File: config.mk
export PLATFORM = sky130hd
export DESIGN_NAME = wall_scan_ctrl
export DESIGN_NICKNAME = d
export VERILOG_FILES = /design/src/rtl/hero_pkg.sv /design/src/rtl/wall_prio_enc.sv /design/src/rtl/wall_scan_ctrl.sv
export SDC_FILE = /design/constraint.sdc
export NUM_CORES = 1
export LEC_CHECK = 0
export CAP_MARGIN = 30
export CORE_MARGIN = 2
export CORE_UTILIZATION = 50
export DETAILED_ROUTE_END_ITERATION = 16
export PLACE_DENSITY = 0.85
export SLEW_MARGIN = 30
export SYNTH_ARGS = -nofsm -noshare
export SYNTH_HDL_FRONTEND = slang
export SYNTH_SLANG_ARGS = --single-unit
File: constraint.sdc
create_clock -name clk -period 1.65 [get_ports clk]
set_input_delay 0.2475 -clock clk [delete_from_list [all_inputs] [get_ports clk]]
set_output_delay 0.2475 -clock clk [all_outputs]
set_load 0.005 [all_outputs]
File: src/rtl/hero_pkg.sv
// Shared definitions for the hero movement / wall collision logic.
// Provides the default wall count, the "no hit" index code, the width of the
// one-hot select bus shared with the collision mux, and the scan FSM states.
package hero_pkg;

  localparam int          N_WALLS_DEF = 12;
  localparam int          SEL_W_DEF   = 16;
  localparam logic [3:0]  NO_HIT      = 4'hF;

  typedef enum logic [1:0] {
    IDLE = 2'd0,
    SCAN = 2'd1,
    DONE = 2'd2
  } scan_state_t;

endpackage

File: src/rtl/wall_prio_enc.sv
// Lowest-set-bit encoder for the per-wall hit mask.
// Ports:
//   mask_i  - N_WALLS-bit hit mask, bit i set when wall i was hit
//   idx_o   - index of the lowest set bit, NO_HIT when the mask is zero
//   valid_o - high when at least one bit of the mask is set
module wall_prio_enc
  import hero_pkg::*;
#(
  parameter int N_WALLS = N_WALLS_DEF
) (
  input  logic [N_WALLS-1:0] mask_i,
  output logic [3:0]         idx_o,
  output logic               valid_o
);

  // Walk from the top slot down so the lowest set bit is the last one to
  // write the index; an empty mask leaves the NO_HIT default in place.
  always_comb begin
    idx_o   = NO_HIT;
    valid_o = 1'b0;
    for (int i = N_WALLS - 1; i >= 0; i--) begin
      if (mask_i[i]) begin
        idx_o   = 4'(i);
        valid_o = 1'b1;
      end
    end
  end

endmodule

File: src/rtl/wall_scan_ctrl.sv
// Per-frame sequencer for the hero's wall-collision mux.
// On each accepted frame tick it walks a one-hot select across the wall slots,
// one slot per clock, records the returned collision bit for each slot and
// then commits a hit mask, a lowest-hit index and a movement permit.
// Ports:
//   clk        - system clock, rising edge
//   rst_n      - asynchronous active-low reset
//   frame_tick - one-cycle frame start pulse
//   coll       - collision bit from the mux for the current select
//   active     - one-hot wall select to the mux, zero when not scanning
//   busy       - scan in progress (SCAN or DONE)
//   done       - one-cycle pulse in the commit cycle
//   hit        - any wall hit in the last completed scan
//   hit_mask   - per-wall hit bits of the last completed scan
//   hit_idx    - lowest hit wall of the last scan, NO_HIT when none
//   move_ok    - hero may move: last scan clean and no scan running
//   overrun    - sticky flag, a frame tick arrived while busy
module wall_scan_ctrl
  import hero_pkg::*;
#(
  parameter int N_WALLS = N_WALLS_DEF,
  parameter int SEL_W   = SEL_W_DEF
) (
  input  logic               clk,
  input  logic               rst_n,
  input  logic               frame_tick,
  input  logic               coll,
  output logic [SEL_W-1:0]   active,
  output logic               busy,
  output logic               done,
  output logic               hit,
  output logic [N_WALLS-1:0] hit_mask,
  output logic [3:0]         hit_idx,
  output logic               move_ok,
  output logic               overrun
);

  localparam logic [3:0] LAST_IDX = 4'(N_WALLS - 1);

  scan_state_t        stateQ, stateD;
  logic [3:0]         idxQ, idxD;
  logic [SEL_W-1:0]   activeQ, activeD;
  logic [N_WALLS-1:0] workQ, workD;
  logic [N_WALLS-1:0] hitMaskQ, hitMaskD;
  logic               hitQ, hitD;
  logic [3:0]         hitIdxQ, hitIdxD;
  logic               moveOkQ, moveOkD;
  logic               overrunQ, overrunD;
  logic [3:0]         encIdx;
  logic               encValid;

  wall_prio_enc #(
    .N_WALLS (N_WALLS)
  ) u_prio_enc (
    .mask_i  (workQ),
    .idx_o   (encIdx),
    .valid_o (encValid)
  );

  // State and result registers. Reset drops any partial scan and restores
  // the "no hit, no movement" results so the hero stays put until the first
  // full scan has been committed.
  always_ff @(posedge clk or negedge rst_n) begin
    if (!rst_n) begin
      stateQ   <= IDLE;
      idxQ     <= 4'd0;
      activeQ  <= '0;
      workQ    <= '0;
      hitMaskQ <= '0;
      hitQ     <= 1'b0;
      hitIdxQ  <= NO_HIT;
      moveOkQ  <= 1'b0;
      overrunQ <= 1'b0;
    end else begin
      stateQ   <= stateD;
      idxQ     <= idxD;
      activeQ  <= activeD;
      workQ    <= workD;
      hitMaskQ <= hitMaskD;
      hitQ     <= hitD;
      hitIdxQ  <= hitIdxD;
      moveOkQ  <= moveOkD;
      overrunQ <= overrunD;
    end
  end

  // Next-state logic. IDLE arms the walk on a frame tick and withdraws the
  // movement permit; SCAN stores one collision bit per cycle and shifts the
  // select; DONE latches the results so they hold until the next commit.
  // Ticks that arrive while a scan is running never restart it.
  always_comb begin
    stateD   = stateQ;
    idxD     = idxQ;
    activeD  = activeQ;
    workD    = workQ;
    hitMaskD = hitMaskQ;
    hitD     = hitQ;
    hitIdxD  = hitIdxQ;
    moveOkD  = moveOkQ;
    overrunD = overrunQ | (frame_tick & (stateQ != IDLE));

    case (stateQ)
      IDLE: begin
        if (frame_tick) begin
          stateD  = SCAN;
          activeD = SEL_W'(1);
          idxD    = 4'd0;
          workD   = '0;
          moveOkD = 1'b0;
        end
      end
      SCAN: begin
        workD[idxQ] = coll;
        if (idxQ == LAST_IDX) begin
          stateD  = DONE;
          activeD = '0;
        end else begin
          activeD = activeQ << 1;
          idxD    = idxQ + 4'd1;
        end
      end
      DONE: begin
        stateD   = IDLE;
        hitMaskD = workQ;
        hitD     = encValid;
        hitIdxD  = encIdx;
        moveOkD  = ~encValid;
      end
      default: begin
        stateD  = IDLE;
        activeD = '0;
      end
    endcase
  end

  // Outputs. During the commit cycle the fresh results are shown straight
  // from the work mask so they are visible alongside the done pulse; the
  // registered copies take over from the following cycle. move_ok stays low
  // through DONE because it only comes from its register.
  always_comb begin
    active   = activeQ;
    busy     = (stateQ != IDLE);
    done     = (stateQ == DONE);
    hit_mask = done ? workQ    : hitMaskQ;
    hit      = done ? encValid : hitQ;
    hit_idx  = done ? encIdx   : hitIdxQ;
    move_ok  = moveOkQ;
    overrun  = overrunQ;
  end

endmodule

==> results of run 1 <==
[kinds of logic after synthesis]
kind of cell               Yosys count  synth area share (%)
and+or+nand+nor                     76                  16.3
AOI/OAI and AO/OA                   68                  19.3
DFF                                 53                  58.4
buffers and inverters               14                  3.40
adders and majority gates            4                  2.19
xor gates and xnor gates             1                 0.384
[area by class of cell]
type | count | area, um^2 | area share (%)
sequential | 53 | 1330 | 38.2
multi-input combinational | 149 | 1090 | 31.1
timing repair buffer | 103 | 875 | 25.0
clock buffer | 6 | 72.6 | 2.08
tap | 52 | 65.1 | 1.86
clock inverter | 2 | 38.8 | 1.11
inverter | 5 | 23.8 | 0.680
[stage by stage]
step	utilization (%)	setup WS, ns	setup TNS (ns)	power (W)	hold WS, ns
6_report	79.7	-0.368	-2.83	0.00671	0.434
2_1_floorplan	-	0.220	0	0.00339	-0.0481
4_1_cts	73.3	-0.247	-2.20	0.00594	0.470
5_1_grt	79.7	-0.433	-3.81	0.00703	0.469
3_5_place_dp	66.4	-0.350	-2.78	0.00468	0.256
3_3_place_gp	66.4	-0.280	-1.87	0.00457	0.255
[worst min path at each step]
stage	slack [ns]	start	end	cells after the start
2_1_floorplan	-0.05	rst_n	active[0]	0
3_3_place_gp	0.25	rst_n	active[14]	2
3_5_place_dp	0.26	rst_n	active[13]	2
4_1_cts	0.47	rst_n	active[12]	3
5_1_grt	0.47	rst_n	active[12]	3
6_report	0.43	rst_n	active[13]	3
[timing repair]
action,in CTS,in global routing
setup endpoints to repair,19,21
hold buffers,1,0
hold endpoints to repair,49,0
buffers inserted,19,16
pin swaps,10,24
gates resized for setup,67,77
[power groups by stage]
stage | Combinational [W] | Clock (W) | Sequential [W]
after floorplan | 0.00128 | 0 | 0.00212
after global placement | 0.00244 | 0 | 0.00212
after detailed placement | 0.00252 | 0 | 0.00216
after CTS | 0.00289 | 0.000892 | 0.00216
after global routing | 0.00379 | 0.000968 | 0.00228
final | 0.00357 | 0.000906 | 0.00223
[critical path: cells and delay by family (launching register included)]
family / cells / cell delay [ns]
flops: 1 / 0.41
compound gates: 1 / 0.20
buf+inv: 2 / 0.27
simple gates: 2 / 0.57
[routing by layer]
| metal | vias up | track usage (%) |
|---|---|---|
| met5 | - | 0 |
| met4 | 0 | 9.64 |
| met2 | 127 | 38.9 |
| met1 | 1111 | 32.9 |
| li1 | 952 | - |
| met3 | 25 | 4.78 |
[cells in the final DEF (no fill, tap or decap), types with 2 or more instances in the layout]
cell type        synthesis  layout
a21oi_1                 14      13
dfrtp_1                 49      47
buf_4                    3      49
nor2b_1                  4       3
a21o_1                   2       2
buf_12                   0       3
nor2_1                   8       6
nand2_1                 40      13
clkbuf_2                 0       9
nor2_4                   0       2
nand2_4                  0       7
nor3_4                   0       2
a32o_2                   0       2
dfstp_2                  4       4
nand3_1                  7       7
dfrtp_2                  0       2
buf_6                    1      11
buf_2                    5       8
ha_1                     4       4
clkdlybuf4s50_1          0      20
nand2b_4                 1       2
inv_1                    5       4
nand2b_1                 3       2
o21ai_1                 24      25
a22o_1                  16      16
nand4_1                  2       2
nand2_2                  0      20
clkbuf_8                 0       5
inv_6                    0       2
[sequential cells by signal, summed over array words and instances (netlist names)]
register and cells:
active 16, hitIdxQ 4, hitMaskQ 12, hitQ 1, idxQ 4, move_ok 1
overrun 1, stateQ 2, workQ 12
==> metrics.cfg, run 1 <==
[outcome]
status = finished, violations left
violations = setup timing

[worst_setup_path]
cp-startpoint = workQ[9]
r2r_cells = 11
critPathSlowestCell = dfrtp_1
reg2reg_from = stateQ[1]
critPathLaunchType = flop
cp_data_arrival_time_ns = 1.77
cp.required_ns = 1.40
critical_path.endpoint_type = output port
r2r-end = hitMaskQ[11]
timing.reg2reg.setup_slack_ns = 0
crit_path_max_incr_delay_ns = 0.41
worstPathMaxFanout = 3
worstSetupPathType = flop to output port
path_cells = buf_4, nor4_2, nand2b_4, a32o_2, buf_2
endpoint = hit_idx[2]

[layout]
drive_gt1_share_pct = 45.6
area_growth_syn_to_layout_pct = 53.2
final_nets = 325
n_fill_cell = 219
fin_cells = 370
n_antenna_cell = 0
stdcell_area_um2 = 3490

[synthesis]
yosys_warnings = 0
synth.most_common_cell = dfrtp_1
synthCells = 216
ys_top_cells_by_count = dfrtp_1 (49), nand2_1 (40), o21ai_1 (24)
synth_edf_count = 0
async_flop_share_pct = 100
synth-seq-cells = 53
synth_fp_nets = 224
synth-main-ff-cell = dfrtp_1
syn_avg_cell_area_um2 = 10.6
synth.distinct_cells = 36
synth_area_leaders = dfrtp_1 (54%), nand2_1 (6.6%), a22o_1 (6.1%), o21ai_1 (5.3%), dfstp_2 (4.6%)
yosysTopAreaCell = dfrtp_1
netlist_area_um2 = 2280
synth_top_area_share_pct = 53.8
seq_area_frac_synth_pct = 58.4

[grt]
grt_usage_pct = 24.3
grt_pass1_wl_um = 9630
grt.overflow.total = 0
grt_pass1_vias = 1995
antenna_found_initial = 0
grt_max_degree = 54

[routing]
wl_met3_um = 466
first_pass_iters = 5
num_vias = 2215
antenna_left = 0
drt-initial-drc-count = 220
drc = 0
wl_met1_um = 2840
wl_met2_um = 3760
dr.max_layer_used = met4
vias_per_cell = 5.99
wl_per_cell_um = 19.7
wl_um = 7290

[timing]
fmax_mhz = 496
post-route-period-util_pct = 122
slew_violations = 0
fin_skew_ns = 0.0112
worstMarginPinSlew_ns = 0.586
rsz0062_at_grt = true
timing.slew.headroom_pct = 60.9
finalSetupViolCount = 19
fin_ws_ns = -0.368
hold_viol_final = 0
fin_crit_ns = 2.02

[place]
io_buffers = 40
placed_cells = 326
dp_hpwl_um = 3720
placed_area_um2 = 2910
place.gp.congestion = 0.823

[floorplan]
pin_count = 41
coreArea_um2 = 4380
die_w_um = 71.5
dieArea_um2 = 5120
initial_utilization_pct = 52.0
rows = 24
die_h_um = 71.5

[clocking]
clk_latency_ns = 0.31
cts_root_buffer = clkbuf_8
numCtsBuffers = 5
clk_pin_slew_ns = 0.10
clockBufferDepth = 2
h-tree-depth = 2
cts_tree = yes
cts_sinks = 53

[power_and_ir_drop]
switchingPower_w = 0.00262
irDropWorstVdd_uv = 1050
powerDensity_nw_per_um2 = 1920
combPwrFrac_pct = 53.2
p_int_w = 0.00409
pwr-share-seq_pct = 33.3
p_leak_nw = 1.75
power_frac_clock_pct = 13.5
switching_share_pct = 39.1

[min_path]
hp-class = primary input to asynchronous set/reset pin

[flow_run]
max-cap-violations = 0

Note: power is estimated with default switching activity, not from simulation.
==> inputs of run 2 (changes only) <==
ABC_CLOCK_PERIOD_IN_PS = 2400   (was not set)
RECOVER_POWER = 100   (was not set)
clock period = 2.4 ns   (was 1.65 ns; I/O delays follow)
==> metrics.cfg, run 2 (same netlist as run 1, synthesis figures left out) <==
[timing]
worstMarginPinSlew_ns = 0.954  ; was 0.586 ns
fmax_mhz = 425
hold_viol_final = 0  ; unchanged
post-route-period-util_pct = 98.0
fin_skew_ns = 0.00586  ; was 0.0112 ns
timing.hold.ws_ns = 0.183  ; was 0.434 ns
finalSetupViolCount = 0  ; was 19
fin_ws_ns = 0.0478  ; was -0.368 ns
fin_crit_ns = 2.35
timing.slew.headroom_pct = 36.4  ; was 60.9%
rsz0062_at_grt = true  ; unchanged
slew_violations = 0  ; unchanged

[floorplan]
die_h_um = 71.5  ; unchanged
pin_count = 41  ; unchanged
coreArea_um2 = 4380  ; unchanged
dieArea_um2 = 5120  ; unchanged
initial_utilization_pct = 52.0  ; unchanged
die_w_um = 71.5  ; unchanged
rows = 24  ; unchanged

[worst_setup_path]
worstPathMaxFanout = 11  ; was 3
cp_data_arrival_time_ns = 1.99  ; was 1.77 ns
critPathSlowestCell = clkdlybuf4s50_1  ; was dfrtp_1
critical_path.endpoint_type = output port  ; unchanged
critPathLaunchType = flop  ; unchanged
path_cells = nand2b_2, o41ai_4, clkdlybuf4s50_1  ; was buf_4, nor4_2, nand2b_4, a32o_2, buf_2
crit_path_max_incr_delay_ns = 0.56  ; was 0.41 ns
cp.required_ns = 2.04  ; was 1.40 ns
worstSetupPathType = flop to output port  ; unchanged

[layout]
largest_reg_flops = 16  ; unchanged
area_growth_syn_to_layout_pct = 27.6  ; was 53.2%
seqCellArea_um2 = 1340  ; was 1330 um^2
drive_gt1_share_pct = 12.6  ; was 45.6%
n_antenna_cell = 0  ; unchanged
n_fill_cell = 345  ; was 219
final_cell_mix = dfrtp_1 (45), nand2_1 (40), clkdlybuf4s50_1 (38), o21ai_1 (25), a22o_1 (16)  ; was buf_4 (49), dfrtp_1 (47), o21ai_1 (25), nand2_2 (20), clkdlybuf4s50_1 (20)
final_nets = 269  ; was 325
postLayoutCoreUtil_pct = 66.4  ; was 79.7%
multi_input_area_um2 = 921  ; was 1090 um^2
mostFrequentLayoutCell = dfrtp_1  ; was buf_4

[clocking]
cts_tree = yes  ; unchanged
cts_root_buffer = clkbuf_8  ; unchanged
clk_pin_slew_ns = 0.10  ; about the same
clockBufferDepth = 2  ; unchanged
h-tree-depth = 2  ; unchanged
numCtsBuffers = 5  ; unchanged
cts_hold_buf = 0  ; was 1
cts_sinks = 53  ; unchanged
clk_latency_ns = 0.31  ; about the same

[flow_run]
max-cap-violations = 0  ; unchanged

[place]
place_ws_ns = 0.253  ; was -0.350 ns
io_buffers = 40  ; unchanged
place.gp.congestion = 0.880  ; was 0.823
dp_hpwl_um = 3420  ; was 3720 um

[grt]
grt.overflow.total = 0  ; unchanged
grt_max_degree = 41  ; was 54
grtUsageMet1_pct = 31.1  ; was 32.9%
grt_use_met2_pct = 32.4  ; was 38.9%
busiest_layer = met2  ; unchanged
grt_usage_pct = 21.7  ; was 24.3%
grt_pass1_wl_um = 8560  ; was 9630 um
grt_pass1_vias = 1736  ; was 1995
grt_use_met3_pct = 5.63  ; was 4.78%
antenna_found_initial = 0  ; unchanged

[routing]
first_pass_iters = 5  ; unchanged
vias_per_cell = 5.69  ; was 5.99
antenna_left = 0  ; unchanged
drc = 0  ; unchanged
wl_um = 5050  ; was 7290 um
drt-initial-drc-count = 190  ; was 220
num_vias = 1786  ; was 2215
wl_per_cell_um = 16.1  ; was 19.7 um

[power_and_ir_drop]
powerDensity_nw_per_um2 = 1310  ; was 1920 nW/um^2
p_leak_nw = 1.28  ; was 1.75 nW
irDropWorstVdd_uv = 601  ; was 1050 uV

[min_path]
hp-class = primary input to asynchronous set/reset pin  ; unchanged

[outcome]
status = finished clean  ; was finished, violations left

==> run 2: cell type report <==
cell class | count | area share, %
Clock buffer | 5 | 2.36
Clock inverter | 3 | 2.23
Inverter | 5 | 0.774
Multi-Input combinational cell | 150 | 31.6
Sequential cell | 53 | 45.9
Tap cell | 52 | 2.23
Timing Repair Buffer | 46 | 14.9
==> run 2: per-layer routing <==
metal / vias to the layer above / share of wire (%) / routed length (um)
li1: 848 / - / -
met1: 862 / 46 / 2340
met2: 66 / 47 / 2350
met3: 10 / 4.8 / 240
met4: 0 / 2.1 / 108
met5: - / 0 / 0
==> run 2: stage by stage <==
stage / cell area [um^2] / total power [W] / TNS (ns) / cells
finish: 2910 / 0.00382 / 0 / 314
detailed placement: 2710 / 0.00300 / 0 / 302
global route: 2910 / 0.00406 / -0.0314 / 314
global placement: 2710 / 0.00295 / 0 / 302
CTS: 2890 / 0.00375 / 0 / 314
floorplan: 2280 / 0.00233 / 0 / 216
==> run 2: worst paths after layout <==
check	end	cells past startpoint	startpoint	slack, ns
min reg2reg	overrun	1	overrun	0.47
max reg2reg	workQ[11]	4	stateQ[1]	0.83
min	active[15]	1	rst_n	0.18
min in group clk	overrun	1	overrun	0.47
max	hit_idx[0]	3	stateQ[0]	0.05
max in group asynchronous	workQ[5]	2	rst_n	1.23
==> run 2: worst max-delay path: cells and delay by family, from the launching register on <==
family          cells  cell delay [ns]
buf+inv             1             0.56
compound gates      1             0.37
simple gates        1             0.31
flops               1             0.44
==> run 2: report_power, final <==
| part | leakage, nW | internal (W) | switching (W) |
|---|---|---|---|
| clock | 0.0681 | 0.000414 | 0.000291 |
| sequential | 0.670 | 0.00124 | 0.000303 |
| combinational | 0.546 | 0.000806 | 0.000763 |
| total | 1.28 | 0.00246 | 0.00136 |
==> run 2: what timing repair did <==
action / 4_1_cts / 5_1_grt
cloned: 1 / 0
setup endpoints to repair: 15 / 4
buffers inserted: 3 / 0
gates resized for setup: 5 / 6
pin swaps: 1 / 2
==> inputs of run 3 (changes only) <==
ABC_AREA = 1   (was not set)
==> metrics.cfg, run 3 <==
[worst_setup_path]
crit_top_cell = nand2_1
cp_data_arrival_time_ns = 1.98  ; was 1.99 ns
cp.required_ns = 2.04  ; about the same
worstPathMaxFanout = 3  ; was 11
critical_path.endpoint_type = output port  ; unchanged
worstSetupPathType = flop to output port  ; unchanged
critPathLaunchType = flop  ; unchanged
path_cells = inv_2, nor2_4, nand2_1, nor2_2, nand3_2, nor2_1, nand2_1, o21ai_1, inv_1, clkdlybuf4s50_1  ; was nand2b_2, o41ai_4, clkdlybuf4s50_1
crit_path_max_incr_delay_ns = 0.44  ; was 0.56 ns
critPathSlowestCell = clkdlybuf4s50_1  ; unchanged

[layout]
area_growth_syn_to_layout_pct = 23.8  ; was 27.6%
final_nets = 294  ; was 269
final_cell_mix = dfrtp_1 (48), nand2_1 (45), clkdlybuf4s50_1 (38), inv_1 (35), nand3_1 (15)  ; was dfrtp_1 (45), nand2_1 (40), clkdlybuf4s50_1 (38), o21ai_1 (25), a22o_1 (16)
largest_reg_flops = 16  ; unchanged
n_antenna_cell = 0  ; unchanged
mostFrequentLayoutCell = dfrtp_1  ; unchanged
n_fill_cell = 345  ; unchanged
postLayoutCoreUtil_pct = 64.6  ; was 66.4%
drive_gt1_share_pct = 9.06  ; was 12.6%

[clocking]
h-tree-depth = 2  ; unchanged
clk_pin_slew_ns = 0.10  ; about the same
clockBufferDepth = 2  ; unchanged
cts_hold_buf = 0  ; unchanged
cts_tree = yes  ; unchanged
cts_root_buffer = clkbuf_8  ; unchanged
numCtsBuffers = 5  ; unchanged
clk_latency_ns = 0.31  ; about the same
cts_sinks = 53  ; unchanged

[synthesis]
synth.most_common_cell = dfrtp_1  ; unchanged
async_flop_share_pct = 100  ; unchanged
yosys_warnings = 0  ; unchanged
syn_avg_cell_area_um2 = 9.41  ; was 10.6 um^2
yosysTopAreaCell = dfrtp_1  ; unchanged
netlist_area_um2 = 2290  ; was 2280 um^2
seq_area_frac_synth_pct = 58.2  ; was 58.4%
ys_top_cells_by_count = dfrtp_1 (49), nand2_1 (45), inv_1 (36)  ; was dfrtp_1 (49), nand2_1 (40), o21ai_1 (24)
synth_edf_count = 0  ; unchanged
synth.distinct_cells = 24  ; was 36
synth_compound_area_share_pct = 15.5  ; was 19.3%
synthXorXnorAreaFrac_pct = 0.383  ; was 0.384%
synth-seq-cells = 53  ; unchanged
synth_top_area_share_pct = 53.6  ; was 53.8%
synth_area_leaders = dfrtp_1 (54%), nand2_1 (7.4%), inv_1 (5.9%), o32ai_1 (5.4%), dfstp_2 (4.6%)  ; was dfrtp_1 (54%), nand2_1 (6.6%), a22o_1 (6.1%), o21ai_1 (5.3%), dfstp_2 (4.6%)
synthAdderAreaFrac_pct = 2.19  ; about the same
synth_mux_area_share_pct = 0  ; unchanged
yosys.area_share.simple_pct = 14.9  ; was 16.3%
synth_top_family_by_area = compound AO/OA/AOI/OAI gates  ; unchanged
synthCells = 243  ; was 216
synth-main-ff-cell = dfrtp_1  ; unchanged
synth_fp_nets = 251  ; was 224

[routing]
drc = 0  ; unchanged
drt-initial-drc-count = 138  ; was 190
first_pass_iters = 4  ; was 5
vias_per_cell = 5.33  ; was 5.69
num_vias = 1807  ; was 1786
antenna_left = 0  ; unchanged
wl_per_cell_um = 13.9  ; was 16.1 um
wl_um = 4710  ; was 5050 um

[grt]
grt_pass1_vias = 1687  ; was 1736
grt_pass1_wl_um = 7980  ; was 8560 um
grt_max_degree = 28  ; was 41
grt.overflow.total = 0  ; unchanged
grt_usage_pct = 19.9  ; was 21.7%
antenna_found_initial = 0  ; unchanged

[timing]
timing.hold.ws_ns = 0.348  ; was 0.183 ns
slew_violations = 0  ; unchanged
fin_ws_ns = 0.0593  ; was 0.0478 ns
rsz0062_at_grt = true  ; unchanged
fin_skew_ns = 0.0115  ; was 0.00586 ns
fin_tns_setup_ns = 0  ; unchanged
worstMarginPinSlew_ns = 1.39  ; was 0.954 ns
hold_viol_final = 0  ; unchanged
fin_crit_ns = 2.34  ; was 2.35 ns
post-route-period-util_pct = 97.5  ; was 98.0%
finalSetupViolCount = 0  ; unchanged
timing.slew.headroom_pct = 7.41  ; was 36.4%
fmax_mhz = 427  ; was 425 MHz

[power_and_ir_drop]
p_leak_nw = 1.28  ; about the same
powerDensity_nw_per_um2 = 1210  ; was 1310 nW/um^2
irDropWorstVdd_uv = 499  ; was 601 uV
total_power_w = 0.00342  ; was 0.00382 W

[flow_run]
max-cap-violations = 0  ; unchanged

[outcome]
status = finished clean  ; unchanged

[floorplan]
rows = 24  ; unchanged
pin_count = 41  ; unchanged
coreArea_um2 = 4380  ; unchanged
initial_utilization_pct = 52.2  ; was 52.0%
die_h_um = 71.6  ; was 71.5 um
die_w_um = 71.6  ; was 71.5 um
dieArea_um2 = 5130  ; was 5120 um^2

[place]
place.gp.congestion = 0.864  ; was 0.880
io_buffers = 40  ; unchanged
dp_hpwl_um = 3400  ; was 3420 um
place_ws_ns = 0.254  ; was 0.253 ns

[min_path]
hp-class = primary input to asynchronous set/reset pin  ; unchanged

-- run 3: layout make-up --
cell class                 count  area, um^2  share of cell area [%]
clock buffer                   7        86.3                    3.05
clock inverter                 1        7.51                   0.265
inverter                      40         150                    5.30
multi-input combinational    141         761                    26.9
sequential                    53        1330                    47.1
tap                           52        65.1                    2.30
timing repair buffer          45         429                    15.2
-- run 3: metal layers --
| metal | vias to the layer above | track usage, % | wire (um) |
|---|---|---|---|
| met5 | - | 0 | 0 |
| met3 | 6 | 4.22 | 165 |
| met1 | 879 | 27.5 | 2190 |
| met2 | 27 | 31.4 | 2280 |
| li1 | 895 | - | - |
| met4 | 0 | 6.92 | 72 |
-- run 3: worst paths after layout --
path                                 from  slack (ns)  cells after the start         to
worst max-delay path            stateQ[1]        0.06                     10        hit
worst min-delay path                rst_n        0.35                      1   workQ[5]
worst max register to register  stateQ[0]        0.86                      5   workQ[9]
worst min register to register    overrun        0.47                      1    overrun
max in group asynchronous           rst_n        0.73                      2  active[2]
min in group clk                  overrun        0.47                      1    overrun
-- run 3: kinds of logic after synthesis --
logic type                 after synthesis
xor gates and xnor gates                 1
adders and majority gates                4
AOI/OAI and AO/OA                       56
buffers and inverters                   49
DFF                                     53
and+or+nand+nor                         80
-- run 3: per-stage QoR --
stage / area (um^2) / cells
floorplan: 2290 / 243
global placement: 2730 / 328
detailed placement: 2730 / 328
CTS: 2840 / 338
global route: 2830 / 339
finish: 2830 / 339
-- run 3: repair_timing --
item / CTS / global route
setup endpoints to repair: 3 / 5
setup buffers: 2 / 1
pin swaps: 1 / 0
resized for setup: 2 / 3
hold endpoints to repair: 0 / 0
-- run 3: power breakdown --
group | internal [W] | switching (W) | total (W) | leakage, nW
sequential | 0.00122 | 0.000168 | 0.00139 | 0.673
clock | 0.000235 | 0.000286 | 0.000521 | 0.0445
combinational | 0.000714 | 0.000792 | 0.00151 | 0.568
-- run 3: critical path, delay by kind of cell, from the launching register on --
kind	cells	cell delay (ns)
buf+inv	3	0.59
flops	1	0.37
compound gates	1	0.10
simple gates	6	0.62
